==> config.mk <==
export PLATFORM = sky130hd
export DESIGN_NAME = button_event_encoder
export DESIGN_NICKNAME = d
export VERILOG_FILES = /design/src/rtl/button_event_encoder.sv
export SDC_FILE = /design/constraint.sdc
export NUM_CORES = 1
export LEC_CHECK = 0
export BUFFER_PORTS_ARGS = -buffer_cell sky130_fd_sc_hd__buf_2
export CORE_ASPECT_RATIO = 0.6
export CORE_UTILIZATION = 59
export DETAILED_ROUTE_END_ITERATION = 8
export GPL_TIMING_DRIVEN = 0
export PLACE_DENSITY = 0.75
export SETUP_SLACK_MARGIN = 0.15
export SYNTH_ARGS = -nofsm -noshare
export SYNTH_HDL_FRONTEND = slang
export SYNTH_SLANG_ARGS = --single-unit
==> constraint.sdc <==
create_clock -name clk -period 3 [get_ports clk]
set_clock_uncertainty 0.2 [all_clocks]
set_input_delay 0.75 -clock clk [delete_from_list [all_inputs] [get_ports clk]]
set_output_delay 0.75 -clock clk [all_outputs]
set_load 0.03 [all_outputs]
==> src/rtl/button_event_encoder.sv <==
// Six-button calculator front-end: synchronize, debounce and edge-detect each key,
// priority-encode presses into event codes and queue them behind a valid/ready port.
module button_event_encoder #(
   parameter int DEBOUNCE_CYCLES = 4,
   parameter int FIFO_DEPTH      = 4
) (
   input  logic                          clk,
   input  logic                          rst,
   input  logic [5:0]                    btn_raw,
   output logic                          ev_valid,
   output logic [2:0]                    ev_code,
   input  logic                          ev_ready,
   output logic [$clog2(FIFO_DEPTH):0]   ev_count,
   output logic                          overflow,
   output logic                          collision,
   input  logic                          flag_clr
);

   localparam int PTR_W = $clog2(FIFO_DEPTH);
   localparam int CNT_W = PTR_W + 1;
   localparam int DB_W  = $clog2(DEBOUNCE_CYCLES + 1);
   localparam logic [DB_W-1:0]  DB_LAST    = DB_W'(DEBOUNCE_CYCLES - 1);
   localparam logic [CNT_W-1:0] CNT_FULL   = CNT_W'(FIFO_DEPTH);
   localparam logic [2:0]       CODE_CLEAR = 3'd5;

   logic [5:0]      sync1;
   logic [5:0]      sync2;
   logic [5:0]      stable;
   logic [5:0]      stable_d;
   logic [DB_W-1:0] db_cnt [6];

   always_ff @(posedge clk or posedge rst) begin
      if (rst) begin
         sync1    <= '0;
         sync2    <= '0;
         stable   <= '0;
         stable_d <= '0;
         for (int i = 0; i < 6; i++) db_cnt[i] <= '0;
      end else begin
         sync1    <= btn_raw;
         sync2    <= sync1;
         stable_d <= stable;
         for (int i = 0; i < 6; i++) begin
            if (sync2[i] == stable[i]) begin
               db_cnt[i] <= '0;
            end else if (db_cnt[i] == DB_LAST) begin
               stable[i] <= sync2[i];
               db_cnt[i] <= '0;
            end else begin
               db_cnt[i] <= db_cnt[i] + DB_W'(1);
            end
         end
      end
   end

   // Rising edge of the debounced level; releases are deliberately ignored.
   logic [5:0] press;
   logic       win_valid;
   logic [2:0] win_code;
   logic       multi_press;

   assign press       = stable & ~stable_d;
   assign multi_press = (press & (press - 6'd1)) != 6'd0;

   // Ascending scan: the highest index (CLEAR) overrides lower ones.
   always_comb begin
      win_valid = 1'b0;
      win_code  = 3'd0;
      for (int i = 0; i < 6; i++) begin
         if (press[i]) begin
            win_valid = 1'b1;
            win_code  = 3'(i);
         end
      end
   end

   logic [2:0]       mem [FIFO_DEPTH];
   logic [PTR_W-1:0] wr_ptr;
   logic [PTR_W-1:0] rd_ptr;
   logic [CNT_W-1:0] count;
   logic             full;
   logic             pop;

   logic             wr_en;
   logic [PTR_W-1:0] wr_addr;
   logic [PTR_W-1:0] wr_ptr_n;
   logic [PTR_W-1:0] rd_ptr_n;
   logic [CNT_W-1:0] count_n;
   logic             ovf_set;

   assign full = (count == CNT_FULL);
   assign pop  = ev_valid & ev_ready;

   always_comb begin
      wr_en    = 1'b0;
      wr_addr  = wr_ptr;
      wr_ptr_n = wr_ptr;
      rd_ptr_n = rd_ptr;
      count_n  = count;
      ovf_set  = 1'b0;
      if (win_valid && win_code == CODE_CLEAR) begin
         // CLEAR flushes everything, including a head being popped this cycle.
         wr_en    = 1'b1;
         wr_addr  = '0;
         wr_ptr_n = PTR_W'(1);
         rd_ptr_n = '0;
         count_n  = CNT_W'(1);
      end else begin
         if (pop) begin
            rd_ptr_n = rd_ptr + PTR_W'(1);
            count_n  = count - CNT_W'(1);
         end
         if (win_valid) begin
            if (!full || pop) begin
               wr_en    = 1'b1;
               wr_ptr_n = wr_ptr + PTR_W'(1);
               count_n  = pop ? count : count + CNT_W'(1);
            end else begin
               ovf_set = 1'b1;
            end
         end
      end
   end

   always_ff @(posedge clk or posedge rst) begin
      if (rst) begin
         wr_ptr <= '0;
         rd_ptr <= '0;
         count  <= '0;
         for (int i = 0; i < FIFO_DEPTH; i++) mem[i] <= 3'd0;
      end else begin
         wr_ptr <= wr_ptr_n;
         rd_ptr <= rd_ptr_n;
         count  <= count_n;
         if (wr_en) mem[wr_addr] <= win_code;
      end
   end

   // Sticky flags: a same-cycle set beats flag_clr.
   always_ff @(posedge clk or posedge rst) begin
      if (rst) begin
         overflow  <= 1'b0;
         collision <= 1'b0;
      end else begin
         if (ovf_set)       overflow <= 1'b1;
         else if (flag_clr) overflow <= 1'b0;
         if (multi_press)   collision <= 1'b1;
         else if (flag_clr) collision <= 1'b0;
      end
   end

   assign ev_valid = (count != '0);
   assign ev_code  = ev_valid ? mem[rd_ptr] : 3'd0;
   assign ev_count = count;

endmodule

==> results of run 1 <==
==> cells in the mapped netlist, drive strengths merged <==
library cell	number	area share, %
a211oi	3	1.0
clkbuf	3	0.47
nand2b	8	1.9
a21oi	5	0.94
nor3b	9	2.5
a31oi	2	0.47
ha	9	4.2
buf	2	0.84
nor2b	14	3.6
xor2	2	0.66
nand2	7	0.98
o41ai	1	0.33
a21o	1	0.28
o221ai	1	0.33
nand3	5	0.94
o32ai	1	0.33
dfrtp	63	59
and3b	1	0.33
xnor2	6	2.0
and2	3	0.70
a311oi	1	0.33
mux4	3	2.5
nor4b	1	0.56
o21ai	4	1.2
nor3	10	2.2
and2b	1	0.28
nor2	10	1.4
mux2	15	6.3
or3	2	0.84
a22oi	1	0.28
o211ai	3	1.4
inv	6	0.84
==> through the flow <==
step / total power [mW] / setup WS, ns
2_1_floorplan: 2.433 / 0.4511
3_3_place_gp: 2.661 / -0.07260
3_5_place_dp: 2.788 / 0.5126
4_1_cts: 3.511 / 0.2989
5_1_grt: 3.728 / 0.2592
6_report: 3.485 / 0.3193
==> critical path, stage by stage (launching register included) <==
cell and delay (ns):
dfrtp_1 0.32, clkbuf_2 0.20, mux4_2 0.53, and2_1 0.16, buf_2 0.17
==> cells by family after synthesis <==
group           after synthesis  share of synthesized area, %
xor+xnor                      8                         2.624
compound gates               23                         6.841
simple gates                 71                         16.26
fa+ha+maj                     9                         4.218
flops                        63                         59.04
mux                          18                         8.857
buf+inv                      11                         2.155
==> power by group <==
part	leakage (nW)	internal [mW]	total, mW	switching (mW)
combinational	0.524	0.631	1.43	0.802
clock	0.0981	0.401	0.715	0.315
sequential	0.781	1.13	1.34	0.202
==> routing by layer <==
| metal | vias to the layer above | track usage (%) | routed length [um] |
|---|---|---|---|
| met3 | 10 | 8.896 | 233 |
| met5 | - | 0 | 0 |
| met4 | 0 | 12.10 | 84 |
| li1 | 777 | - | - |
| met2 | 31 | 38.46 | 2306 |
| met1 | 795 | 26.60 | 1987 |
==> flip-flops by register name (all words and copies together), names as in the netlist <==
| register | flops |
|---|---|
| sync2 | 6 |
| wr_ptr | 2 |
| sync1 | 6 |
| rd_ptr | 2 |
| stable_d | 6 |
| mem | 12 |
| collision | 1 |
| overflow | 1 |
| db_cnt | 18 |
| ev_count | 3 |
| stable | 6 |
==> final timing paths <==
| path | cells past startpoint | end | startpoint |
|---|---|---|---|
| setup / recovery | 4 | ev_code[1] | rd_ptr[0] |
| hold / removal | 0 | sync2[1] | sync1[1] |
| setup reg to reg | 6 | mem[4] | ev_count[0] |
| hold reg to reg | 0 | sync2[1] | sync1[1] |
| max in group asynchronous | 3 | mem[4] | rst |
| min in group asynchronous | 2 | stable[0] | rst |
==> layout make-up <==
cell class | count | share of cell area, %
tap | 60 | 2.458
timing repair buffer | 19 | 3.605
sequential | 63 | 51.62
multi-input combinational | 129 | 33.92
inverter | 6 | 0.7374
buffer | 5 | 1.188
clock buffer | 10 | 4.506
clock inverter | 6 | 1.966
==> reports/metrics.yaml, run 1 <==
sta:
  setup_violations: 0
  slew_violations: 0
  relSlewSlack_pct: 56.69
  worst_pin_slew_ns: 0.6487
  hold_viol: 0
  setup_tns_ns: 0
  period_share_pct: 89.36
  timing.hold.ws_ns: 0.1532
  final.min_clock_period_ns: 2.681
  max_freq_ghz: 0.3730
  rsz0062_at_grt: "false"
yosys:
  yosysUniqueCellTypes: 40
  syn_area_sq_um: 2670
  syn-num-nets: 222
  synth_warnings: 0
  ys_ff_latch: 63
  yosysSeqAreaShare_pct: 59.04
  synth_area_per_cell_sq_um: 13.15
  syn_inst: 203
global_route:
  grt_pass1_vias: 1651
  antenna_found_initial: 0
  grt_max_degree: 34
  grtUsageTotal_pct: 23.11
  grt-ovfl-total: 0
  grt_pass1_wl_mm: 7.555
finish:
  antenna_cells: 0
  layout_commonest_cell: "dfrtp_1"
  final_nets: 252
  area_delta_synth_final_pct: 14.39
  final_cell_area_sq_um: 3054
  layout.cells.non_filler: 298
  fillers: 309
  multi_input_area_sq_um: 1036
  utilization_pct: 72.52
  regArea_sq_um: 1577
  layout_common_cells: "dfrtp_1, buf_2, nor2b_1"
  drive_gt1_share_pct: 24.79
pwr:
  max-vdd-ir-drop_v: 0.0006661
  leakage_nw: 1.403
  power.density_nw_per_um2: 1141
drt:
  wl_per_cell_um: 15.48
  vias: 1613
  routed_wl_mm: 4.612
  antenna_left: 0
  drc: 0
  drt-initial-drc-count: 68
  viasPerCell: 5.413
  drt_first_pass_iters: 4
cts:
  cts_resized: 1
  cts_hold_buf: 0
  clock_path_buffers: 2
  cts_buffers: 9
  cts_tree: "built"
  cts_root_buf: "clkbuf_8"
  cts.htree.levels: 3
  insertion_delay_ns: 0.34
  clkSlewWorstSetupHoldPaths_ns: 0.07
  cts_setup_buffers: 0
  cts_sinks: 63
placement:
  placed_cells: 282
  dp_hpwl_mm: 3.427
  port-buffer-count: 18
  place_congestion: 0.8090
  post_dp_cell_area_sq_um: 2855
min_path:
  hold_class: "reg2reg"
floorplan:
  die_y_um: 54.11
  rows: 18
  coreArea_sq_um: 4212
  die_x_um: 88.85
  dieArea_sq_um: 4807
  floorplan.initialDensity_pct: 63.40
  io-pin-count: 19
critical_path:
  arrival_ns: 1.73
  path_class: "reg2out"
  cp.required_ns: 2.05
  start_kind: "register"
  cp_max_fo: 5
  cp-end-kind: "output port"
  reg2reg_slack_ns: 0.68
outcome:
  status: "finished clean"
job:
  cap_violations: 0
(Power assumes the default switching activity.)
==> inputs of run 2 (changes only) <==
--- a/config.mk
+++ b/config.mk
@@ -5,6 +5,7 @@
 export SDC_FILE = /design/constraint.sdc
 export NUM_CORES = 1
 export LEC_CHECK = 0
+export ABC_AREA = 1
 export BUFFER_PORTS_ARGS = -buffer_cell sky130_fd_sc_hd__buf_2
 export CORE_ASPECT_RATIO = 0.6
 export CORE_UTILIZATION = 59
==> reports/metrics.yaml, run 2 <==
outcome:
  status: "finished clean"  # unchanged
yosys:
  async_reset_ff_share_pct: 100.0  # unchanged
  ys_top_cells_by_count: "dfrtp_1, nand2_1, inv_1"  # was dfrtp_1, nor2b_1, nor2_1
  ys_ff_latch: 63  # unchanged
  synth.largest_area_cell: "dfrtp_1"  # unchanged
  synth_top_area_share_pct: 56.73  # was 59.04%
  syn_inst: 287  # was 203
  synth_warnings: 0  # unchanged
  yosysMostFrequentCell: "dfrtp_1"  # unchanged
  synth_flop_cell: "dfrtp_1"  # unchanged
  syn_area_sq_um: 2779  # was 2670 sq um
  yosysSeqAreaShare_pct: 56.73  # was 59.04%
  yosysUniqueCellTypes: 25  # was 40
  syn-num-nets: 306  # was 222
  synth_area_per_cell_sq_um: 9.683  # was 13.15 sq um
  synth-edff-count: 0  # unchanged
  synth_area_leaders: "dfrtp_1, nand2_1, inv_1"  # was dfrtp_1, ha_1, mux2_1
cts:
  cts.htree.levels: 3  # unchanged
  cts_sinks: 63  # unchanged
  cts_buffers: 9  # unchanged
  cts_resized: 0  # was 1
  insertion_delay_ns: 0.33  # was 0.34 ns
  clock_path_buffers: 2  # unchanged
  cts_setup_buffers: 0  # unchanged
  cts_root_buf: "clkbuf_8"  # unchanged
  cts_tree: "built"  # unchanged
  clkSlewWorstSetupHoldPaths_ns: 0.06  # was 0.07 ns
  cts_hold_buf: 0  # unchanged
critical_path:
  cp_max_fo: 6  # was 5
  cp-end-kind: "output port"  # unchanged
  cp_common_cell: "inv_1"
  crit_family: "flip-flops"  # was multiplexers
  critPathMaxStageDelay_ns: 0.44  # was 0.53 ns
  timing.rr.start: "ev_count[0]"  # unchanged
  path_buf_inv: 3  # was 2
  start_kind: "register"  # unchanged
  arrival_ns: 1.72  # was 1.73 ns
  path_class: "reg2out"  # unchanged
  cp.required_ns: 2.05  # about the same
  startpoint: "ev_count[0]"  # was rd_ptr[0]
  cp_cell_sequence: "inv_1 > ha_1 > inv_1 > nor2_1 > a21oi_1 > buf_2"  # was clkbuf_2 > mux4_2 > and2_1 > buf_2
  crit_path_top_delay_cell: "dfrtp_1"  # was mux4_2
global_route:
  grtUsageTotal_pct: 21.83  # was 23.11%
  grt-ovfl-total: 0  # unchanged
  grt_max_degree: 44  # was 34
  antenna_found_initial: 0  # unchanged
  grt_pass1_wl_mm: 7.955  # was 7.555 mm
  grt_pass1_vias: 1772  # was 1651
floorplan:
  coreArea_sq_um: 4302  # was 4212 sq um
  floorplan.initialDensity_pct: 64.60  # was 63.40%
  rows: 18  # unchanged
  die_x_um: 90.60  # was 88.85 um
  die_y_um: 55.16  # was 54.11 um
  io-pin-count: 19  # unchanged
  dieArea_sq_um: 4998  # was 4807 sq um
sta:
  relSlewSlack_pct: 71.27  # was 56.69%
  hold_viol: 0  # unchanged
  timing.hold.ws_ns: 0.1593  # was 0.1532 ns
  setup_tns_ns: 0  # unchanged
  setup_slack_ns: 0.3272  # was 0.3193 ns
  max_freq_ghz: 0.3741  # was 0.3730 GHz
  slew_violations: 0  # unchanged
  setup_violations: 0  # unchanged
  worst_pin_slew_ns: 0.4304  # was 0.6487 ns
  final.min_clock_period_ns: 2.673  # was 2.681 ns
  rsz0062_at_grt: "false"  # unchanged
  period_share_pct: 89.09  # was 89.36%
placement:
  port-buffer-count: 18  # unchanged
  placed_cells: 366  # was 282
  place_ws_ns: 0.6800  # was 0.5126 ns
  place_congestion: 0.7658  # was 0.8090
  dp_hpwl_mm: 3.243  # was 3.427 mm
min_path:
  hold_class: "reg2reg"  # unchanged
  hp-start: "sync1[2]"  # was sync1[1]
finish:
  drive_gt1_share_pct: 18.07  # was 24.79%
  layout.cells.non_filler: 381  # was 298
  utilization_pct: 73.07  # was 72.52%
  layout_commonest_cell: "dfrtp_1"  # unchanged
  multi_input_area_sq_um: 1010  # was 1036 sq um
  area_delta_synth_final_pct: 13.10  # was 14.39%
  layout_common_cells: "dfrtp_1, nand2_1, inv_1"  # was dfrtp_1, buf_2, nor2b_1
  largestRegisters: "db_cnt (18), mem (12)"  # unchanged
  final_nets: 336  # was 252
  top_register: "db_cnt"  # unchanged
  regArea_sq_um: 1577  # unchanged
  largest_register_ffs: 18  # unchanged
  fillers: 325  # was 309
  antenna_cells: 0  # unchanged
drt:
  drc: 0  # unchanged
  drt_first_pass_iters: 4  # unchanged
  wl_per_cell_um: 11.84  # was 15.48 um
  vias: 1946  # was 1613
  routed_wl_mm: 4.511  # was 4.612 mm
  drt-initial-drc-count: 149  # was 68
  antenna_left: 0  # unchanged
  viasPerCell: 5.108  # was 5.413
pwr:
  power.density_nw_per_um2: 1160  # was 1141 nW/um^2
  p_sw_share_pct: 42.43  # was 37.84%
  power_frac_seq_pct: 36.1  # was 38.3%
  p_switching_mw: 1.547  # was 1.319 mW
  clkPwrFrac_pct: 18.3  # was 20.5%
  p_int_mw: 2.099  # was 2.167 mW
  leakage_nw: 1.586  # was 1.403 nW
  max-vdd-ir-drop_v: 0.0005991  # was 0.0006661 V
  pwr-share-comb_pct: 45.6  # was 41.1%
job:
  cap_violations: 0  # unchanged
[run 2: cell count changes after synthesis, sizes merged, moves of 6 or more]
cell | before | now
nor2 | 10 | 25
nor2b | 14 | 0
a21oi | 5 | 11
mux2 | 15 | 4
o21ai | 4 | 27
inv | 6 | 43
nand2b | 8 | 0
nand4 | 0 | 6
nand2 | 7 | 66
nand3 | 5 | 11
[run 2: worst paths after layout]
path / end / slack (ns) / depth (start not counted)
setup / recovery: ev_code[2] / 0.33 / 6
hold / removal: sync2[2] / 0.16 / 0
setup reg to reg: ev_count[2] / 1.06 / 8
hold reg to reg: sync2[2] / 0.16 / 0
max in group asynchronous: mem[4] / 1.82 / 3
min in group asynchronous: db_cnt[15] / 0.22 / 2
[run 2: kinds of logic (layout without fill, tap and decap cells)]
family / Yosys count / count (layout) / share of synthesized area, %
simple gates: 120 / 120 / 21.61
flops: 63 / 63 / 56.73
xor+xnor: 7 / 7 / 2.206
compound gates: 38 / 38 / 6.844
fa+ha+maj: 9 / 9 / 4.052
mux: 4 / 4 / 1.621
buf+inv: 46 / 80 / 6.934
[run 2: layout make-up]
cell class              count  share of cell area, %
clock buffers              11                  4.180
clock inverters             4                  1.513
repair buffers             19                  3.503
well taps                  60                  2.389
flip-flops and latches     63                  50.16
multi-input cells         178                  32.13
inverters                  44                  5.255
plain buffers               2                 0.8758
[run 2: power by group through the flow]
stage	Clock, mW	Sequential [mW]	Combinational (mW)
floorplan	0	1.35	1.26
CTS	0.687	1.32	1.66
finish	0.667	1.32	1.66
global placement	0	1.32	1.61
detailed placement	0	1.33	1.65
global route	0.732	1.35	1.90
[run 2: metrics by stage]
step	total power [mW]	area, sq um
6_report	3.645	3143
3_3_place_gp	2.934	2944
2_1_floorplan	2.612	2779
5_1_grt	3.985	3143
3_5_place_dp	2.980	2964
4_1_cts	3.668	3143
[run 2: metal layers]
layer	routed length (um)	track usage (%)	vias up
li1	-	-	977
met1	2230	29.62	907
met2	1939	33.08	54
met3	303	8.333	8
met4	38	6.989	0
met5	0	0	-
==> inputs of run 3 (changes only) <==
==> constraint.sdc (replaced) <==
create_clock -name clk -period 2.5 [get_ports clk]
set_clock_uncertainty 0.2 [all_clocks]
set_input_delay 0.125 -clock clk [delete_from_list [all_inputs] [get_ports clk]]
set_output_delay 0.125 -clock clk [all_outputs]
set_load 0.03 [all_outputs]
==> reports/metrics.yaml, run 3 (synthesized netlist as in run 2, its figures left out) <==
finish:
  area_delta_synth_final_pct: 15.98  # was 13.10%
  layout_commonest_cell: "dfrtp_1"  # unchanged
  largest_register_ffs: 18  # unchanged
  final_cell_area_sq_um: 3223  # was 3143 sq um
  largestRegisters: "db_cnt (18), mem (12)"  # unchanged
  multi_input_area_sq_um: 1010  # unchanged
  fillers: 317  # was 325
  layout.cells.non_filler: 389  # was 381
  final_nets: 344  # was 336
  utilization_pct: 74.93  # was 73.07%
  drive_gt1_share_pct: 17.63  # was 18.07%
  antenna_cells: 0  # unchanged
  layout_common_cells: "dfrtp_1, nand2_1, inv_1"  # unchanged
  regArea_sq_um: 1577  # unchanged
  top_register: "db_cnt"  # unchanged
drt:
  dr_wl_met3_um: 269  # was 303 um
  antenna_left: 0  # unchanged
  drt-initial-drc-count: 151  # was 149
  viasPerCell: 5.057  # was 5.108
  routed_wl_mm: 4.592  # was 4.511 mm
  wl_met2_mm: 1.965  # was 1.939 mm
  m1WireLength_mm: 2.319  # was 2.230 mm
  wl_per_cell_um: 11.80  # was 11.84 um
  drt_first_pass_iters: 4  # unchanged
  vias: 1967  # was 1946
  drc: 0  # unchanged
  top_layer: "met4"  # unchanged
pwr:
  power.density_nw_per_um2: 1361  # was 1160 nW/um^2
  p_int_mw: 2.526  # was 2.099 mW
  p_sw_share_pct: 42.41  # was 42.43%
  power_frac_seq_pct: 36.0  # was 36.1%
  clkPwrFrac_pct: 18.3  # about the same
  p_switching_mw: 1.861  # was 1.547 mW
  pwr-share-comb_pct: 45.7  # was 45.6%
  power_mw: 4.387  # was 3.645 mW
  leakage_nw: 1.620  # was 1.586 nW
  max-vdd-ir-drop_v: 0.0007205  # was 0.0005991 V
floorplan:
  die_x_um: 90.60  # unchanged
  die_y_um: 55.16  # unchanged
  dieArea_sq_um: 4998  # unchanged
  coreArea_sq_um: 4302  # unchanged
  io-pin-count: 19  # unchanged
  rows: 18  # unchanged
  floorplan.initialDensity_pct: 64.60  # unchanged
sta:
  rsz0062_at_grt: "false"  # unchanged
  hold_viol: 0  # unchanged
  period_share_pct: 82.04
  relSlewSlack_pct: 71.35  # was 71.27%
  max_freq_ghz: 0.4876
  setup_tns_ns: 0  # unchanged
  setup_violations: 0  # unchanged
  slew_violations: 0  # unchanged
  worst_pin_slew_ns: 0.4291  # was 0.4304 ns
  timing.hold.ws_ns: 0.05419  # was 0.1593 ns
  final.min_clock_period_ns: 2.051
  setup_slack_ns: 0.4490  # was 0.3272 ns
critical_path:
  timing.rr.start: "ev_count[0]"  # unchanged
  path_class: "reg2out"  # unchanged
  cp.required_ns: 2.17  # was 2.05 ns
  critPathMaxStageDelay_ns: 0.44  # about the same
  reg2reg_slack_ns: 0.56  # was 1.06 ns
  cp_max_fo: 6  # unchanged
  regToRegEndpoint: "ev_count[2]"  # unchanged
  arrival_ns: 1.73  # was 1.72 ns
  cp_common_cell: "inv_1"  # unchanged
  start_kind: "register"  # unchanged
  cp-end-kind: "output port"  # unchanged
  crit_path_top_delay_cell: "dfrtp_1"  # unchanged
  cp_cell_sequence: "inv_1 > ha_1 > inv_1 > nor2_1 > a21oi_1 > buf_2"  # unchanged
  reg2reg_depth: 8  # unchanged
placement:
  post_dp_cell_area_sq_um: 2964  # unchanged
  place_congestion: 0.7658  # unchanged
  port-buffer-count: 18  # unchanged
  place_ws_ns: 0.5966  # was 0.6800 ns
  placed_cells: 366  # unchanged
  dp_hpwl_mm: 3.243  # unchanged
cts:
  cts.htree.levels: 3  # unchanged
  insertion_delay_ns: 0.33  # about the same
  cts_root_buf: "clkbuf_8"  # unchanged
  cts_tree: "built"  # unchanged
  clock_path_buffers: 2  # unchanged
  cts_buffers: 9  # unchanged
  clkSlewWorstSetupHoldPaths_ns: 0.07  # was 0.06 ns
  cts_setup_buffers: 0  # unchanged
  cts_sinks: 63  # unchanged
global_route:
  grt-ovfl-total: 0  # unchanged
  grt_pass1_wl_mm: 8.073  # was 7.955 mm
  grt_max_degree: 44  # unchanged
  grt_pass1_vias: 1802  # was 1772
  grtUsageTotal_pct: 22.13  # was 21.83%
  antenna_found_initial: 0  # unchanged
outcome:
  status: "finished clean"  # unchanged
min_path:
  min_path_cells: 3  # was 0
  hp-start: "ev_ready"  # was sync1[2]
  hold_end: "rd_ptr[0]"  # was sync2[2]
  hold_class: "in2reg"  # was reg2reg
job:
  cap_violations: 0  # unchanged
run 3: cell types whose count changed in the layout (fill, tap and decap cells not counted):
cell,previous run,this run
dlygate4sd3_1,0,8
run 3: timing repair:
item / in CTS / in global routing
gates resized for setup: 0 / 0
hold buffers: 8 / 0
endpoints found under the hold margin: 71 / 0
run 3: routing by layer:
layer	up-vias	global-route usage [%]
met1	917	29.89
met4	0	6.989
met3	8	8.333
met5	-	0
li1	990	-
met2	52	33.84
run 3: worst max-delay path by stage:
stage	from	end	slack [ns]	cells past startpoint
floorplan	ev_count[0]	ev_count[2]	0.39	8
global placement	rst	mem[1]	-0.07	2
detailed placement	ev_count[0]	ev_count[2]	0.60	8
CTS	ev_count[0]	ev_code[2]	0.45	6
global route	rd_ptr[0]	ev_code[0]	0.29	5
finish	ev_count[0]	ev_code[2]	0.45	6
run 3: cell type report:
type                            instances  area share (%)
Buffer                                  2          0.8540
Clock buffer                           11           4.076
Clock inverter                          4           1.475
Inverter                               44           5.124
Multi-Input combinational cell        178           31.33
Sequential cell                        63           48.91
Tap cell                               60           2.329
Timing Repair Buffer                   27           5.901
run 3: worst max-delay path: cells and delay by family (launching register included):
family | cells | cell delay [ns]
flops | 1 | 0.44
fa+ha+maj | 1 | 0.25
compound gates | 1 | 0.07
simple gates | 1 | 0.25
buf+inv | 3 | 0.39
run 3: power by group through the flow:
stage	Combinational, mW	Sequential [mW]	Clock (mW)
2_1_floorplan	1.51	1.62	0
3_3_place_gp	1.94	1.58	0
3_5_place_dp	1.98	1.60	0
4_1_cts	2.01	1.58	0.825
5_1_grt	2.29	1.63	0.878
6_report	2.01	1.58	0.803
